<file path="src/rtl/exc_ctrl_pkg.sv">
// Shared definitions for the MEM-stage exception initiator: exception codes,
// the Status.BEV bit position, FSM state and BadVAddr source encodings.
package exc_ctrl_pkg;

  localparam logic [4:0] EXC_INT  = 5'h00;
  localparam logic [4:0] EXC_ADEL = 5'h04;
  localparam logic [4:0] EXC_ADES = 5'h05;
  localparam logic [4:0] EXC_SYS  = 5'h08;
  localparam logic [4:0] EXC_BP   = 5'h09;
  localparam logic [4:0] EXC_RI   = 5'h0a;
  localparam logic [4:0] EXC_OV   = 5'h0c;

  localparam int unsigned STATUS_BEV = 22;

  typedef enum logic [1:0] {
    StIdle,
    StPulse,
    StDrain
  } exc_state_e;

  typedef enum logic [1:0] {
    BvaNone,
    BvaPc,
    BvaDaddr
  } bva_sel_e;

  // Per-instruction exception flags in priority order (interrupt excluded).
  typedef struct packed {
    logic adel_if;
    logic ri;
    logic sys;
    logic bp;
    logic ov;
    logic adel_d;
    logic ades_d;
  } exc_flags_t;

endpackage

</file>
<file path="src/rtl/exc_ctrl_if.sv">
// Bundle between the MEM stage / CP0 and the exception initiator.
// master: pipeline + CP0 side, slave: exc_ctrl.
interface exc_ctrl_if;
  logic        m_valid;
  logic        m_stall;
  logic [31:0] m_pc;
  logic        m_bd;
  logic        m_adel_if;
  logic        m_ri;
  logic        m_sys;
  logic        m_bp;
  logic        m_ov;
  logic        m_adel_d;
  logic        m_ades_d;
  logic [31:0] m_daddr;
  logic        m_eret;
  logic        int_req;
  logic [31:0] cp0_status;
  logic [31:0] cp0_epc;

  logic        commit_kill;
  logic        exc_valid;
  logic [4:0]  exc_excode;
  logic        exc_bd;
  logic [31:0] exc_epc;
  logic [31:0] exc_badvaddr;
  logic        exc_eret;
  logic        flush;
  logic        redirect_valid;
  logic [31:0] redirect_pc;

  modport master (
    output m_valid, m_stall, m_pc, m_bd, m_adel_if, m_ri, m_sys, m_bp, m_ov,
           m_adel_d, m_ades_d, m_daddr, m_eret, int_req, cp0_status, cp0_epc,
    input  commit_kill, exc_valid, exc_excode, exc_bd, exc_epc, exc_badvaddr,
           exc_eret, flush, redirect_valid, redirect_pc
  );

  modport slave (
    input  m_valid, m_stall, m_pc, m_bd, m_adel_if, m_ri, m_sys, m_bp, m_ov,
           m_adel_d, m_ades_d, m_daddr, m_eret, int_req, cp0_status, cp0_epc,
    output commit_kill, exc_valid, exc_excode, exc_bd, exc_epc, exc_badvaddr,
           exc_eret, flush, redirect_valid, redirect_pc
  );
endinterface

</file>
<file path="src/rtl/exc_prio_enc.sv">
// Combinational priority encoder: picks the winning event among the pending
// interrupt, the instruction's exception flags and ERET.
module exc_prio_enc
  import exc_ctrl_pkg::*;
(
  input  exc_flags_t  flags_i,
  input  logic        int_pend_i,
  input  logic        eret_i,
  output logic        hit_o,
  output logic [4:0]  excode_o,
  output logic        is_eret_o,
  output logic        is_int_o,
  output bva_sel_e    bva_sel_o
);

  // Highest priority first; ERET only wins when nothing else is pending.
  always_comb begin
    hit_o     = 1'b1;
    excode_o  = EXC_INT;
    is_eret_o = 1'b0;
    is_int_o  = 1'b0;
    bva_sel_o = BvaNone;
    if (int_pend_i) begin
      is_int_o = 1'b1;
    end else if (flags_i.adel_if) begin
      excode_o  = EXC_ADEL;
      bva_sel_o = BvaPc;
    end else if (flags_i.ri) begin
      excode_o = EXC_RI;
    end else if (flags_i.sys) begin
      excode_o = EXC_SYS;
    end else if (flags_i.bp) begin
      excode_o = EXC_BP;
    end else if (flags_i.ov) begin
      excode_o = EXC_OV;
    end else if (flags_i.adel_d) begin
      excode_o  = EXC_ADEL;
      bva_sel_o = BvaDaddr;
    end else if (flags_i.ades_d) begin
      excode_o  = EXC_ADES;
      bva_sel_o = BvaDaddr;
    end else if (eret_i) begin
      is_eret_o = 1'b1;
    end else begin
      hit_o = 1'b0;
    end
  end

endmodule

</file>
<file path="src/rtl/exc_ctrl.sv">
// MEM-stage exception/interrupt initiator. Kills the committing instruction on
// an event, then issues a one-cycle command to CP0 together with the pipeline
// flush and fetch redirect, and ignores further events while the pipe drains.
module exc_ctrl
  import exc_ctrl_pkg::*;
#(
  parameter logic [31:0] VEC_BEV1     = 32'hBFC00380,
  parameter logic [31:0] VEC_BEV0     = 32'h80000180,
  parameter int unsigned DRAIN_CYCLES = 2
) (
  input logic       clk,
  input logic       reset,
  exc_ctrl_if.slave bus
);

  localparam logic [2:0] DrainInit = 3'(DRAIN_CYCLES - 1);

  exc_state_e  state_q, state_d;
  logic [2:0]  drain_q, drain_d;
  logic        int_pend_q, int_pend_d;
  logic        valid_q, valid_d;
  logic [4:0]  excode_q, excode_d;
  logic        bd_q, bd_d;
  logic [31:0] epc_q, epc_d;
  logic [31:0] bva_q, bva_d;
  logic [31:0] rpc_q, rpc_d;
  logic        eret_q, eret_d;

  exc_flags_t  flags;
  logic        evt;
  logic [4:0]  evt_code;
  logic        evt_eret;
  logic        evt_int;
  bva_sel_e    evt_bva;
  logic        eligible;
  logic        hit;
  logic        unused_status;

  assign flags = {bus.m_adel_if, bus.m_ri, bus.m_sys, bus.m_bp, bus.m_ov,
                  bus.m_adel_d, bus.m_ades_d};

  exc_prio_enc u_prio (
    .flags_i    (flags),
    .int_pend_i (int_pend_q),
    .eret_i     (bus.m_eret),
    .hit_o      (evt),
    .excode_o   (evt_code),
    .is_eret_o  (evt_eret),
    .is_int_o   (evt_int),
    .bva_sel_o  (evt_bva)
  );

  assign eligible = (state_q == StIdle) & bus.m_valid & ~bus.m_stall;
  assign hit      = eligible & evt;

  assign bus.commit_kill = hit;

  // Only Status.BEV matters here.
  assign unused_status = ^{bus.cp0_status[31:STATUS_BEV+1], bus.cp0_status[STATUS_BEV-1:0]};

  // FSM next state: one pulse cycle, then drain until the counter runs out.
  // The drain exits on the cycle its counter decrements to zero.
  always_comb begin
    state_d = state_q;
    drain_d = drain_q;
    case (state_q)
      StIdle: begin
        if (hit) state_d = StPulse;
      end
      StPulse: begin
        state_d = StDrain;
        drain_d = DrainInit;
      end
      StDrain: begin
        if (drain_q <= 3'd1) begin
          state_d = StIdle;
          drain_d = '0;
        end else begin
          drain_d = drain_q - 3'd1;
        end
      end
      default: state_d = StIdle;
    endcase
  end

  // Command contents for the next cycle; everything reads zero outside the pulse.
  always_comb begin
    valid_d    = 1'b0;
    excode_d   = '0;
    bd_d       = 1'b0;
    epc_d      = '0;
    bva_d      = '0;
    rpc_d      = '0;
    eret_d     = 1'b0;
    int_pend_d = bus.int_req & ~(hit & evt_int);
    if (hit) begin
      valid_d  = 1'b1;
      excode_d = evt_eret ? 5'h00 : evt_code;
      bd_d     = bus.m_bd;
      epc_d    = bus.m_bd ? bus.m_pc - 32'd4 : bus.m_pc;
      eret_d   = evt_eret;
      case (evt_bva)
        BvaPc:    bva_d = bus.m_pc;
        BvaDaddr: bva_d = bus.m_daddr;
        default:  bva_d = '0;
      endcase
      if (evt_eret) begin
        rpc_d = bus.cp0_epc;
      end else begin
        rpc_d = bus.cp0_status[STATUS_BEV] ? VEC_BEV1 : VEC_BEV0;
      end
    end
  end

  // State, interrupt latch and command registers; reset drops any pending pulse.
  always_ff @(posedge clk) begin
    if (reset) begin
      state_q    <= StIdle;
      drain_q    <= '0;
      int_pend_q <= 1'b0;
      valid_q    <= 1'b0;
      excode_q   <= '0;
      bd_q       <= 1'b0;
      epc_q      <= '0;
      bva_q      <= '0;
      rpc_q      <= '0;
      eret_q     <= 1'b0;
    end else begin
      state_q    <= state_d;
      drain_q    <= drain_d;
      int_pend_q <= int_pend_d;
      valid_q    <= valid_d;
      excode_q   <= excode_d;
      bd_q       <= bd_d;
      epc_q      <= epc_d;
      bva_q      <= bva_d;
      rpc_q      <= rpc_d;
      eret_q     <= eret_d;
    end
  end

  assign bus.exc_valid      = valid_q;
  assign bus.exc_excode     = excode_q;
  assign bus.exc_bd         = bd_q;
  assign bus.exc_epc        = epc_q;
  assign bus.exc_badvaddr   = bva_q;
  assign bus.exc_eret       = eret_q;
  assign bus.flush          = valid_q;
  assign bus.redirect_valid = valid_q;
  assign bus.redirect_pc    = rpc_q;

endmodule

</file>
<file path="src/flat_wrapper.sv">
// flat-port wrapper written by rule: the top's interface ports become plain ports
module exc_ctrl_flat import exc_ctrl_pkg::*;
#(
  parameter logic [31:0] VEC_BEV1     = 32'hBFC00380,
  parameter logic [31:0] VEC_BEV0     = 32'h80000180,
  parameter int unsigned DRAIN_CYCLES = 2
)
  (clk, reset, bus_m_valid, bus_m_stall, bus_m_pc, bus_m_bd, bus_m_adel_if, bus_m_ri, bus_m_sys, bus_m_bp, bus_m_ov, bus_m_adel_d, bus_m_ades_d, bus_m_daddr, bus_m_eret, bus_int_req, bus_cp0_status, bus_cp0_epc, bus_commit_kill, bus_exc_valid, bus_exc_excode, bus_exc_bd, bus_exc_epc, bus_exc_badvaddr, bus_exc_eret, bus_flush, bus_redirect_valid, bus_redirect_pc);
  exc_ctrl_if bus_i ();
  input logic clk;
  input logic reset;
  input wire logic [$bits(bus_i.m_valid)-1:0] bus_m_valid;
  input wire logic [$bits(bus_i.m_stall)-1:0] bus_m_stall;
  input wire logic [$bits(bus_i.m_pc)-1:0] bus_m_pc;
  input wire logic [$bits(bus_i.m_bd)-1:0] bus_m_bd;
  input wire logic [$bits(bus_i.m_adel_if)-1:0] bus_m_adel_if;
  input wire logic [$bits(bus_i.m_ri)-1:0] bus_m_ri;
  input wire logic [$bits(bus_i.m_sys)-1:0] bus_m_sys;
  input wire logic [$bits(bus_i.m_bp)-1:0] bus_m_bp;
  input wire logic [$bits(bus_i.m_ov)-1:0] bus_m_ov;
  input wire logic [$bits(bus_i.m_adel_d)-1:0] bus_m_adel_d;
  input wire logic [$bits(bus_i.m_ades_d)-1:0] bus_m_ades_d;
  input wire logic [$bits(bus_i.m_daddr)-1:0] bus_m_daddr;
  input wire logic [$bits(bus_i.m_eret)-1:0] bus_m_eret;
  input wire logic [$bits(bus_i.int_req)-1:0] bus_int_req;
  input wire logic [$bits(bus_i.cp0_status)-1:0] bus_cp0_status;
  input wire logic [$bits(bus_i.cp0_epc)-1:0] bus_cp0_epc;
  output wire logic [$bits(bus_i.commit_kill)-1:0] bus_commit_kill;
  output wire logic [$bits(bus_i.exc_valid)-1:0] bus_exc_valid;
  output wire logic [$bits(bus_i.exc_excode)-1:0] bus_exc_excode;
  output wire logic [$bits(bus_i.exc_bd)-1:0] bus_exc_bd;
  output wire logic [$bits(bus_i.exc_epc)-1:0] bus_exc_epc;
  output wire logic [$bits(bus_i.exc_badvaddr)-1:0] bus_exc_badvaddr;
  output wire logic [$bits(bus_i.exc_eret)-1:0] bus_exc_eret;
  output wire logic [$bits(bus_i.flush)-1:0] bus_flush;
  output wire logic [$bits(bus_i.redirect_valid)-1:0] bus_redirect_valid;
  output wire logic [$bits(bus_i.redirect_pc)-1:0] bus_redirect_pc;
  assign bus_i.m_valid = bus_m_valid;
  assign bus_i.m_stall = bus_m_stall;
  assign bus_i.m_pc = bus_m_pc;
  assign bus_i.m_bd = bus_m_bd;
  assign bus_i.m_adel_if = bus_m_adel_if;
  assign bus_i.m_ri = bus_m_ri;
  assign bus_i.m_sys = bus_m_sys;
  assign bus_i.m_bp = bus_m_bp;
  assign bus_i.m_ov = bus_m_ov;
  assign bus_i.m_adel_d = bus_m_adel_d;
  assign bus_i.m_ades_d = bus_m_ades_d;
  assign bus_i.m_daddr = bus_m_daddr;
  assign bus_i.m_eret = bus_m_eret;
  assign bus_i.int_req = bus_int_req;
  assign bus_i.cp0_status = bus_cp0_status;
  assign bus_i.cp0_epc = bus_cp0_epc;
  assign bus_commit_kill = bus_i.commit_kill;
  assign bus_exc_valid = bus_i.exc_valid;
  assign bus_exc_excode = bus_i.exc_excode;
  assign bus_exc_bd = bus_i.exc_bd;
  assign bus_exc_epc = bus_i.exc_epc;
  assign bus_exc_badvaddr = bus_i.exc_badvaddr;
  assign bus_exc_eret = bus_i.exc_eret;
  assign bus_flush = bus_i.flush;
  assign bus_redirect_valid = bus_i.redirect_valid;
  assign bus_redirect_pc = bus_i.redirect_pc;
  exc_ctrl #(.VEC_BEV1(VEC_BEV1), .VEC_BEV0(VEC_BEV0), .DRAIN_CYCLES(DRAIN_CYCLES)) u_core (.clk(clk), .reset(reset), .bus(bus_i));
endmodule
</file>
<file path="config.mk">
export PLATFORM = sky130hd
export DESIGN_NAME = exc_ctrl_flat
export DESIGN_NICKNAME = d
export VERILOG_FILES = /design/src/rtl/exc_ctrl_pkg.sv /design/src/rtl/exc_ctrl_if.sv /design/src/rtl/exc_prio_enc.sv /design/src/rtl/exc_ctrl.sv /design/src/flat_wrapper.sv
export SDC_FILE = /design/constraint.sdc
export NUM_CORES = 1
export LEC_CHECK = 0
export BUFFER_PORTS_ARGS = -buffer_cell sky130_fd_sc_hd__buf_2
export CORE_ASPECT_RATIO = 1.1
export CORE_MARGIN = 3
export CORE_UTILIZATION = 45
export DETAILED_ROUTE_END_ITERATION = 10
export GPL_ROUTABILITY_DRIVEN = 0
export GPL_TIMING_DRIVEN = 0
export HOLD_SLACK_MARGIN = 0.06
export PLACE_DENSITY = 0.82
export SLEW_MARGIN = 20
export SYNTH_ARGS = -nofsm -noshare
export SYNTH_HDL_FRONTEND = slang
export SYNTH_HIERARCHICAL = 1
export SYNTH_SLANG_ARGS = --single-unit
</file>
<file path="constraint.sdc">
create_clock -name clk -period 5.6 [get_ports clk]
set_input_delay 0.84 -clock clk [delete_from_list [all_inputs] [get_ports clk]]
set_output_delay 0.84 -clock clk [all_outputs]
set_load 0.02 [all_outputs]
</file>
==> results of run 1 <==
[power breakdown]
part / leakage, nW / internal (mW) / switching [mW]
Combinational: 1.73 / 0.108 / 0.168
Clock: 0.0903 / 0.172 / 0.293
Sequential: 0.890 / 0.815 / 0.0141
[flip-flops by register name, indices dropped and copies added (netlist names)]
| register | flops |
|---|---|
| u_core/bus.exc_badvaddr | 32 |
| u_core/bus.exc_bd | 1 |
| u_core/bus.exc_epc | 32 |
| u_core/bus.exc_eret | 1 |
| u_core/bus.exc_excode | 5 |
| u_core/bus.exc_valid | 1 |
| u_core/bus.redirect_pc | 32 |
| u_core/drain_q | 3 |
| u_core/int_pend_q | 1 |
| u_core/state_q | 2 |
[synthesized netlist by cell type, types with 7 or more instances]
cell type	number	area, um^2
a22oi_1	32	240
nand2b_1	9	56.3
mux2i_1	11	110
ha_1	9	113
nand2_1	24	90.1
clkbuf_1	24	90.1
and3_1	21	131
inv_1	15	56.3
nand4_1	7	43.8
and2_1	12	75.1
or3_1	15	93.8
a21oi_1	26	130
dfxtp_1	110	2200
nor4_1	9	56.3
nor2_1	53	199
[through the flow]
step	cell area [um^2]	power, mW	util (%)	hold WS [ps]	setup slack [ps]
after floorplan	4330	1.00	-	442	2930
after global placement	5550	1.11	61.0	456	2360
after detailed placement	5550	1.12	61.0	480	2340
after CTS	5740	1.58	63.1	494	2330
after global routing	5740	1.64	63.1	524	2220
final	5740	1.57	63.1	498	2350
[logic make-up after synthesis]
| kind of cell | after synthesis |
|---|---|
| compound gates | 78 |
| simple gates | 190 |
| buf+inv | 48 |
| mux | 11 |
| xor+xnor | 9 |
| fa+ha+maj | 9 |
| flops | 110 |
| other cells | 1 |
[worst paths after layout]
check / cells after the start / start / endpoint / slack [ps]
hold reg to reg: 2 / u_core/drain_q[1]$_SDFFE_PP0P_ / u_core/drain_q[1]$_SDFFE_PP0P_ / 500
setup / recovery: 7 / bus_m_sys / bus_commit_kill / 2350
hold / removal: 2 / u_core/drain_q[1]$_SDFFE_PP0P_ / u_core/drain_q[1]$_SDFFE_PP0P_ / 500
setup reg to reg: 9 / u_core/int_pend_q$_SDFF_PP0_ / u_core/bus.exc_epc[29]$_SDFF_PP0_ / 3130
[layout by cell type, fill, tap and decap left out, types with 3 or more instances in the layout]
master    instances
a22oi_1          32
xnor2_1           6
mux2i_1          11
or4_1             6
clkbuf_8          9
or3_1            15
and2_1           12
nor4_2            3
or2_2             4
nor2_1           53
o21ai_0           5
buf_2           218
nand3_1           3
dfxtp_1         110
buf_4             4
inv_1            15
xor2_1            3
nand2_1          24
nor4_1            9
nor3_1            6
nand2b_1          9
ha_1              9
clkbuf_1         24
nand4_1           7
a21oi_1          26
o31ai_1           5
and3_1           21
[area by class of cell]
cell class	instances	area share (%)
Tap cell	114	2.49
Buffer	32	2.42
Inverter	16	1.05
Sequential cell	110	38.4
Multi-Input combinational cell	298	33.6
Clock buffer	9	2.16
Timing Repair Buffer	216	18.8
Clock inverter	7	1.11
[critical path, cell delays in order]
cell and delay, ps:
buf_2 110, nor4_1 390, nand4bb_1 180, nand4b_1 300, clkbuf_1 330, inv_1 100, buf_2 170
[routing by layer]
layer / vias up / routed length, um / track usage, %
met1: 1963 / 5140 / 26.8
met2: 159 / 6550 / 40.3
li1: 2056 / - / -
met4: 0 / 257 / 8.78
met5: - / 0 / 0
met3: 20 / 852 / 4.99
==> out/results.tsv, run 1 <==
stage	metric	value	unit
status	status	complete, no violations	
cells_and_area	syn2layout_area_growth	32.6	%
routing	ant_nets	0	
timing	max_freq	0.307	GHz
place	dp.cells	786	
run	max-cap-violations	0	
setup_path	cp.arrival	2410	ps
cells_and_area	fin_cells	802	
clock_tree	cts_tree	done	
grt	antenna_found_initial	0	
clock_tree	clk_pin_slew_worst_paths	110	ps
setup_path	critPathLaunchType	primary input	
yosys	syn_area	4330	um^2
floorplan	fp-row-count	36	
cells_and_area	num-nets-final	834	
timing	setup-violations-final	0	
routing	firstDrtPassIters	7	
timing	tightest_slew	649	ps
clock_tree	cts_setup_buffers	0	
clock_tree	clk_path_buf_depth	2	
cells_and_area	multi_input_area	1930	um^2
min_path	worstHoldPathType	reg2reg	
grt	grt-ovfl-total	0	
floorplan	ios	249	
cells_and_area	num_antenna_cells	0	
floorplan	dieArea	10800	um^2
yosys	synth_compound_gate_area_share	12.2	%
cells_and_area	drive_gt1_share	37.8	%
clock_tree	cts_max_level	3	
timing	hold_viol_final	0	
floorplan	initial_utilization	47.6	%
timing	min_period_over_period	58.1	%
timing	rsz0062_at_grt	no	
yosys	synthXorXnorAreaFrac	1.82	%
yosys	syn_nets	607	
timing	fin_worst_skew	10.1	ps
clock_tree	root_buffer	clkbuf_8	
yosys	synthArstFlopShare	0	%
grt	grt_first_pass_wirelength	19.3	mm
timing	max-slew-margin-rel	56.7	%
yosys	yosys_warnings	6	
clock_tree	cts_resized	0	
setup_path	critPathKind	in2out	
timing	setup_tns	0	ps
cells_and_area	register_area	2200	um^2
setup_path	cp.required	4760	ps
timing	slew_viol_final	0	
floorplan	die_y	109	um
yosys	synthAdderAreaFrac	2.60	%
yosys	yosys.cell_types.count	51	
clock_tree	cts_buffers	9	
yosys	ys_seq_area_share	50.9	%
pwr	powerDensity	274	nW/um^2
place	dpl.hpwl	10.1	mm
yosys	synth_edf_count	0	
setup_path	critPathMaxFanout	10	
yosys	ys_seq_elements	110	
floorplan	coreArea	9100	um^2
yosys	synth.mux.area_fraction	2.54	%
routing	wl_per_cell	16.0	um
grt	grt.total_usage	22.7	%
clock_tree	numClockSinks	110	
yosys	syn_inst	456	
cells_and_area	n_fill_cell	803	
grt	grt_max_degree	21	
pwr	peakVddDrop	0.122	mV
setup_path	crit_path_end_kind	primary output	
yosys	syn_avg_cell_area	9.49	um^2
routing	num_vias	4198	
routing	drcViolationCount	0	
yosys	ys.flop_type	dfxtp_1	
timing	min_period	3250	ps
routing	vias_per_cell	5.23	
grt	grt_pass1_vias	3923	
pwr	p_leak	2.71	nW
yosys	yosys.area_share.simple	25.2	%
floorplan	die_x	99.5	um
routing	wl	12.8	mm
place	numPortBuffers	216	
routing	first_iter_violations	197	
clock_tree	cts-hold-fix-buffers	0	
yosys	synth_top_family_by_area	simple AND/OR/NAND/NOR gates	
clock_tree	clock_latency	370	ps
(Power assumes the default switching activity.)
==> run 2: changes to the inputs <==
- CORE_UTILIZATION: 45 -> 44
- PLACE_DENSITY: 0.82 -> 0.8
- clock period: 5.6 -> 3.2 ns (I/O delays scaled with it)
==> run 2 against run 1 <==
  * Clock-buffer cell count did not move
  * Clock power grew 74%
  * Largest power group unchanged
  * Highest routed layer unchanged
  * Combinational power rose by 75%
  * Sequential power increased by 75%
  * Critical path type is now reg2out
  * Register-to-register slack got worse by 2400 ps
  * Non-clock buffer count is the same
  * Critical endpoint unchanged
  * Cell area about the same
==> out/results.tsv, run 2 (synthesis results as in run 1) <==
stage	metric	value	unit	change
status	status	complete, no violations		
cells_and_area	n_fill_cell	850		+5.9%
cells_and_area	layout_commonest_cell	buf_2		
pwr	swShare	30.1	%	-0.16 points
clock_tree	numClockSinks	110		unchanged
timing	min_period_over_period	87.0	%	
setup_path	critPathMaxFanout	10		unchanged
grt	grt_pass1_vias	3958		+0.89%
pwr	peakVddDrop	0.320	mV	+160%
cells_and_area	drive_gt1_share	37.8	%	unchanged
pwr	p_int	1.92	mW	+75%
floorplan	coreArea	9490	um^2	+4.3%
pwr	powerDensity	478	nW/um^2	+75%
grt	grt.total_usage	22.1	%	-0.62 points
setup_path	cp.arrival	2300	ps	-110 ps
timing	slew_viol_final	0		unchanged
routing	num_vias	4175		-0.55%
timing	setup_slack	415	ps	-1930 ps
timing	fin_worst_skew	10.1	ps	-0.0208 ps
setup_path	r2r_setup_slack	680	ps	-2450 ps
place	numPortBuffers	216		unchanged
cells_and_area	syn2layout_area_growth	32.7	%	about the same
grt	grt_first_pass_wirelength	19.2	mm	-0.18%
place	dpl.hpwl	10.0	mm	-1.1%
grt	antenna_found_initial	0		unchanged
cells_and_area	num-nets-final	834		unchanged
clock_tree	cts-hold-fix-buffers	0		unchanged
timing	max_freq	0.359	GHz	
timing	min_period	2780	ps	
setup_path	critPathKind	reg2out		
routing	firstDrtPassIters	4		-3
floorplan	ios	249		unchanged
pwr	p_switching	0.826	mW	+74%
clock_tree	cts_max_level	3		unchanged
place	post_dp_cell_area	5550	um^2	about the same
grt	grt-ovfl-total	0		unchanged
clock_tree	cts_resized	0		unchanged
routing	drcViolationCount	0		unchanged
timing	setup-violations-final	0		unchanged
clock_tree	cts_setup_buffers	0		unchanged
routing	wl_per_cell	15.9	um	-0.38%
routing	vias_per_cell	5.19		-0.92%
grt	grt_max_degree	21		unchanged
cells_and_area	final_area	5740	um^2	about the same
setup_path	crit_path_end_kind	primary output		
clock_tree	cts_tree	done		
clock_tree	clock_latency	380	ps	about the same
floorplan	fp-row-count	37		+2.8%
setup_path	cp.required	2720	ps	-2040 ps
timing	hold_viol_final	0		unchanged
timing	rsz0062_at_grt	no		
cells_and_area	num_antenna_cells	0		unchanged
clock_tree	cts_buffers	9		unchanged
min_path	worstHoldPathType	in2reg		
cells_and_area	mostFrequentLayoutCells	buf_2 (218), dfxtp_1 (110), nor2_1 (53)		
routing	first_iter_violations	149		-24%
floorplan	die_y	110	um	+1.1%
pwr	p_leak	2.72	nW	+0.25%
run	max-cap-violations	0		unchanged
floorplan	die_x	101	um	+1.1%
pwr	p_clk_share	29.4	%	-0.2 points
clock_tree	root_buffer	clkbuf_8		
routing	wl	12.8	mm	about the same
floorplan	initial_utilization	45.6	%	-2.0 points
timing	setup_tns	0	ps	unchanged
place	place_ws	455	ps	-1880 ps
setup_path	critPathLaunchType	flip-flop		
timing	max-slew-margin-rel	51.9	%	-4.8 points
pwr	combPwrFrac	17.7	%	about the same
timing	tightest_slew	721	ps	+72.0 ps
pwr	seqPwrFrac	52.9	%	about the same
floorplan	dieArea	11100	um^2	+2.1%
clock_tree	clk_pin_slew_worst_paths	110	ps	about the same
clock_tree	clk_path_buf_depth	2		unchanged
routing	ant_nets	0		unchanged
run 2: cell types whose count changed in the layout (fill, tap and decap cells not counted), sizes merged:
| cell | previous run | this run |
|---|---|---|
| clkinv | 1 | 2 |
| inv | 20 | 21 |
| clkinvlp | 2 | 0 |
run 2: worst paths after layout:
check / start / cells after the start / end
max: u_core/int_pend_q$_SDFF_PP0_ / 6 / bus_commit_kill
min: bus_int_req / 3 / u_core/int_pend_q$_SDFF_PP0_
max reg2reg: u_core/int_pend_q$_SDFF_PP0_ / 9 / u_core/bus.exc_epc[29]$_SDFF_PP0_
min reg2reg: u_core/drain_q[2]$_SDFFE_PP0P_ / 2 / u_core/drain_q[2]$_SDFFE_PP0P_
run 2: layout make-up:
| cell class | count | area [um^2] | share of cell area, % |
|---|---|---|---|
| buffer | 32 | 139 | 2.42 |
| clock buffer | 9 | 124 | 2.16 |
| clock inverter | 7 | 63.8 | 1.11 |
| inverter | 16 | 60.1 | 1.05 |
| multi-input combinational | 298 | 1930 | 33.5 |
| sequential | 110 | 2200 | 38.4 |
| tap | 117 | 146 | 2.55 |
| timing repair buffer | 216 | 1080 | 18.8 |
run 2: stage by stage:
step           total power, mW  utilization [%]  instances  hold slack, ps
5_1_grt                   2.87             60.5        805             313
6_report                  2.75             60.5        805             323
2_1_floorplan             1.75                -        456             442
4_1_cts                   2.77             60.5        805             310
3_3_place_gp              1.94             58.5        789             458
3_5_place_dp              1.97             58.5        789             480
run 2: power groups by stage:
| stage | Clock, mW | Combinational, mW | Sequential, mW |
|---|---|---|---|
| 6_report | 0.808 | 0.486 | 1.45 |
| 5_1_grt | 0.874 | 0.535 | 1.46 |
| 4_1_cts | 0.825 | 0.488 | 1.45 |
| 3_5_place_dp | 0 | 0.485 | 1.48 |
| 3_3_place_gp | 0 | 0.462 | 1.48 |
| 2_1_floorplan | 0 | 0.218 | 1.54 |
run 2: layer usage:
metal / vias to the layer above / track usage (%) / wire length (um)
li1: 2058 / - / -
met1: 1930 / 27.1 / 5360
met2: 167 / 38.6 / 6400
met3: 20 / 3.84 / 807
met4: 0 / 8.76 / 228
met5: - / 0 / 0
run 2: worst max-delay path: stages, from the launching register on:
cell and delay (ps):
dfxtp_1 380, nor4_1 450, nand4bb_1 200, nand4b_1 300, clkbuf_1 330, inv_1 110, buf_2 170
==> run 3: changes to the inputs <==
- CAP_MARGIN: default -> 20
- CELL_PAD_IN_SITES_DETAIL_PLACEMENT: default -> 1
- CELL_PAD_IN_SITES_GLOBAL_PLACEMENT: default -> 2
- CORE_UTILIZATION: 44 -> 24
- PLACE_DENSITY: 0.8 -> default
- PLACE_DENSITY_LB_ADDON: default -> 0.1
==> run 3 against run 2 <==
  * Cell area increased by 4.8%
  * Utilization shrank 26 points
  * Sequential share of layout area is 1.7 points lower
  * Die area rose by 78%
  * Combinational power rose by 3%
  * Routed wire length rose by 29%
  * Fmax is 1.0% lower
  * Via count grew 0.79%
  * Sequential cell count unchanged
  * Critical endpoint unchanged
  * Highest routed layer unchanged
==> out/results.tsv, run 3 (synthesis results as in run 1) <==
stage	metric	value	unit	change
min_path	hold_path_depth	2		-1
grt	grt_max_degree	23		+9.5%
timing	setup-violations-final	0		unchanged
clock_tree	cts_resized	0		unchanged
pwr	peakVddDrop	0.248	mV	-23%
setup_path	critPathLaunchType	flip-flop		
timing	min_period_over_period	87.9	%	+0.91 points
floorplan	coreArea	17300	um^2	+83%
clock_tree	cts_max_level	3		unchanged
pwr	power	3.11	mW	+13%
grt	grt_first_pass_wirelength	25.0	mm	+30%
floorplan	dieArea	19700	um^2	+78%
floorplan	initial_utilization	25.0	%	-21 points
floorplan	ios	249		unchanged
routing	wl_per_cell	17.8	um	+12%
place	place_ws	361	ps	-94.0 ps
setup_path	critPathKind	reg2out		
place	post_dp_cell_area	5700	um^2	+2.6%
place	numPortBuffers	216		unchanged
setup_path	r2r_setup_slack	630	ps	-50 ps
routing	met3WireLength	726	um	-10%
routing	dr.max_layer_used	met4		
grt	antenna_found_initial	1		+1
place	dpl.hpwl	12.9	mm	+28%
routing	first_iter_violations	132		-11%
timing	slew_viol_final	0		unchanged
timing	setup_slack	386	ps	-29.2 ps
timing	rsz0062_at_grt	no		
clock_tree	cts_tree	done		
timing	setup_tns	0	ps	unchanged
place	dp.cells	906		+15%
timing	max_freq	0.355	GHz	-1.0%
run	max-cap-violations	0		unchanged
routing	wl	16.5	mm	+29%
setup_path	rr_startpoint	u_core/int_pend_q$_SDFF_PP0_		
routing	drt-met1-wl	7.52	mm	+40%
timing	fin_worst_skew	8.53	ps	-1.58 ps
clock_tree	cts_buffers	9		unchanged
cells_and_area	num-nets-final	834		unchanged
clock_tree	clock_latency	350	ps	-30 ps
cells_and_area	fin_util	34.7	%	-26 points
cells_and_area	mostFrequentLayoutCells	buf_2 (218), dfxtp_1 (110), nor2_1 (53)		
setup_path	r2r-end	u_core/bus.exc_epc[29]$_SDFF_PP0_		
setup_path	r2r_cells	9		unchanged
routing	ant_nets	0		unchanged
routing	firstDrtPassIters	4		unchanged
routing	dr_wl_met2	7.95	mm	+24%
pwr	p_leak	2.77	nW	+2.0%
cells_and_area	fin_cells	923		+15%
grt	grt_pass1_vias	4417		+12%
floorplan	die_y	147	um	+33%
clock_tree	cts_setup_buffers	0		unchanged
floorplan	die_x	134	um	+33%
pwr	powerDensity	518	nW/um^2	+8.2%
setup_path	crit_path_end_kind	primary output		
min_path	min_to	u_core/bus.exc_epc[0]$_SDFF_PP0_		
min_path	worstHoldPathType	in2reg		
routing	num_vias	4208		+0.79%
cells_and_area	layout_commonest_cell	buf_2		
cells_and_area	drive_gt1_share	37.8	%	unchanged
timing	max-slew-margin-rel	52.8	%	+0.88 points
floorplan	fp-row-count	50		+35%
cells_and_area	final_area	6010	um^2	+4.8%
timing	tightest_slew	708	ps	-13.2 ps
clock_tree	numClockSinks	110		unchanged
clock_tree	root_buffer	clkbuf_16		
routing	drcViolationCount	0		unchanged
setup_path	cp.required	2720	ps	about the same
grt	grt-ovfl-total	0		unchanged
clock_tree	cts-hold-fix-buffers	0		unchanged
timing	fin_hold_ws	346	ps	+22.3 ps
setup_path	critPathMaxFanout	10		unchanged
status	status	complete, no violations		
timing	hold_viol_final	0		unchanged
clock_tree	clk_pin_slew_worst_paths	80	ps	-30 ps
cells_and_area	syn2layout_area_growth	39.0	%	
grt	grt.total_usage	16.5	%	-5.6 points
setup_path	cp.arrival	2330	ps	+30 ps
timing	min_period	2810	ps	+29.2 ps
min_path	hp-start	bus_m_pc[0]		
clock_tree	clk_path_buf_depth	2		unchanged
routing	vias_per_cell	4.56		-12%
-- run 3: cell count changes in the layout (fill, tap and decap cells not counted), sizes merged --
cell	previous run	this run
diode	0	1
inv	21	20
clkinv	2	3
-- run 3: layout make-up --
class / count / area (um^2)
diodes: 1 / 2.50
plain buffers: 32 / 139
clock buffers: 9 / 225
clock inverters: 7 / 86.3
fillers: 2092 / 11300
inverters: 16 / 60.1
multi-input cells: 298 / 1930
flip-flops and latches: 110 / 2200
well taps: 234 / 293
repair buffers: 216 / 1080
-- run 3: how the worst max path moves through the flow --
stage | from | endpoint | slack, ps | depth (start not counted)
final | u_core/int_pend_q$_SDFF_PP0_ | bus_commit_kill | 390 | 6
after global routing | u_core/int_pend_q$_SDFF_PP0_ | bus_commit_kill | 150 | 6
after CTS | u_core/int_pend_q$_SDFF_PP0_ | bus_commit_kill | 310 | 6
after detailed placement | bus_m_sys | u_core/bus.exc_epc[19]$_SDFF_PP0_ | 360 | 8
after global placement | bus_m_sys | u_core/bus.exc_epc[17]$_SDFF_PP0_ | 390 | 8
after floorplan | bus_m_bp | u_core/bus.exc_badvaddr[0]$_SDFF_PP0_ | 990 | 7
-- run 3: report_power, final --
part | switching, mW | internal, mW
Sequential | 0.0258 | 1.43
Clock | 0.596 | 0.564
Combinational | 0.311 | 0.190
-- run 3: worst max-delay path: stages, from the launching register on --
cell and delay, ps:
dfxtp_1 360, nor4_1 430, nand4bb_1 180, nand4b_1 320, clkbuf_1 400, inv_1 110, buf_2 180
-- run 3: per-layer routing --
layer  GRT usage (%)  vias to the layer above
met3            3.01                       13
met4            5.50                        0
met1            21.4                     2018
li1                -                     2061
met2            27.6                      116
met5               0                        -
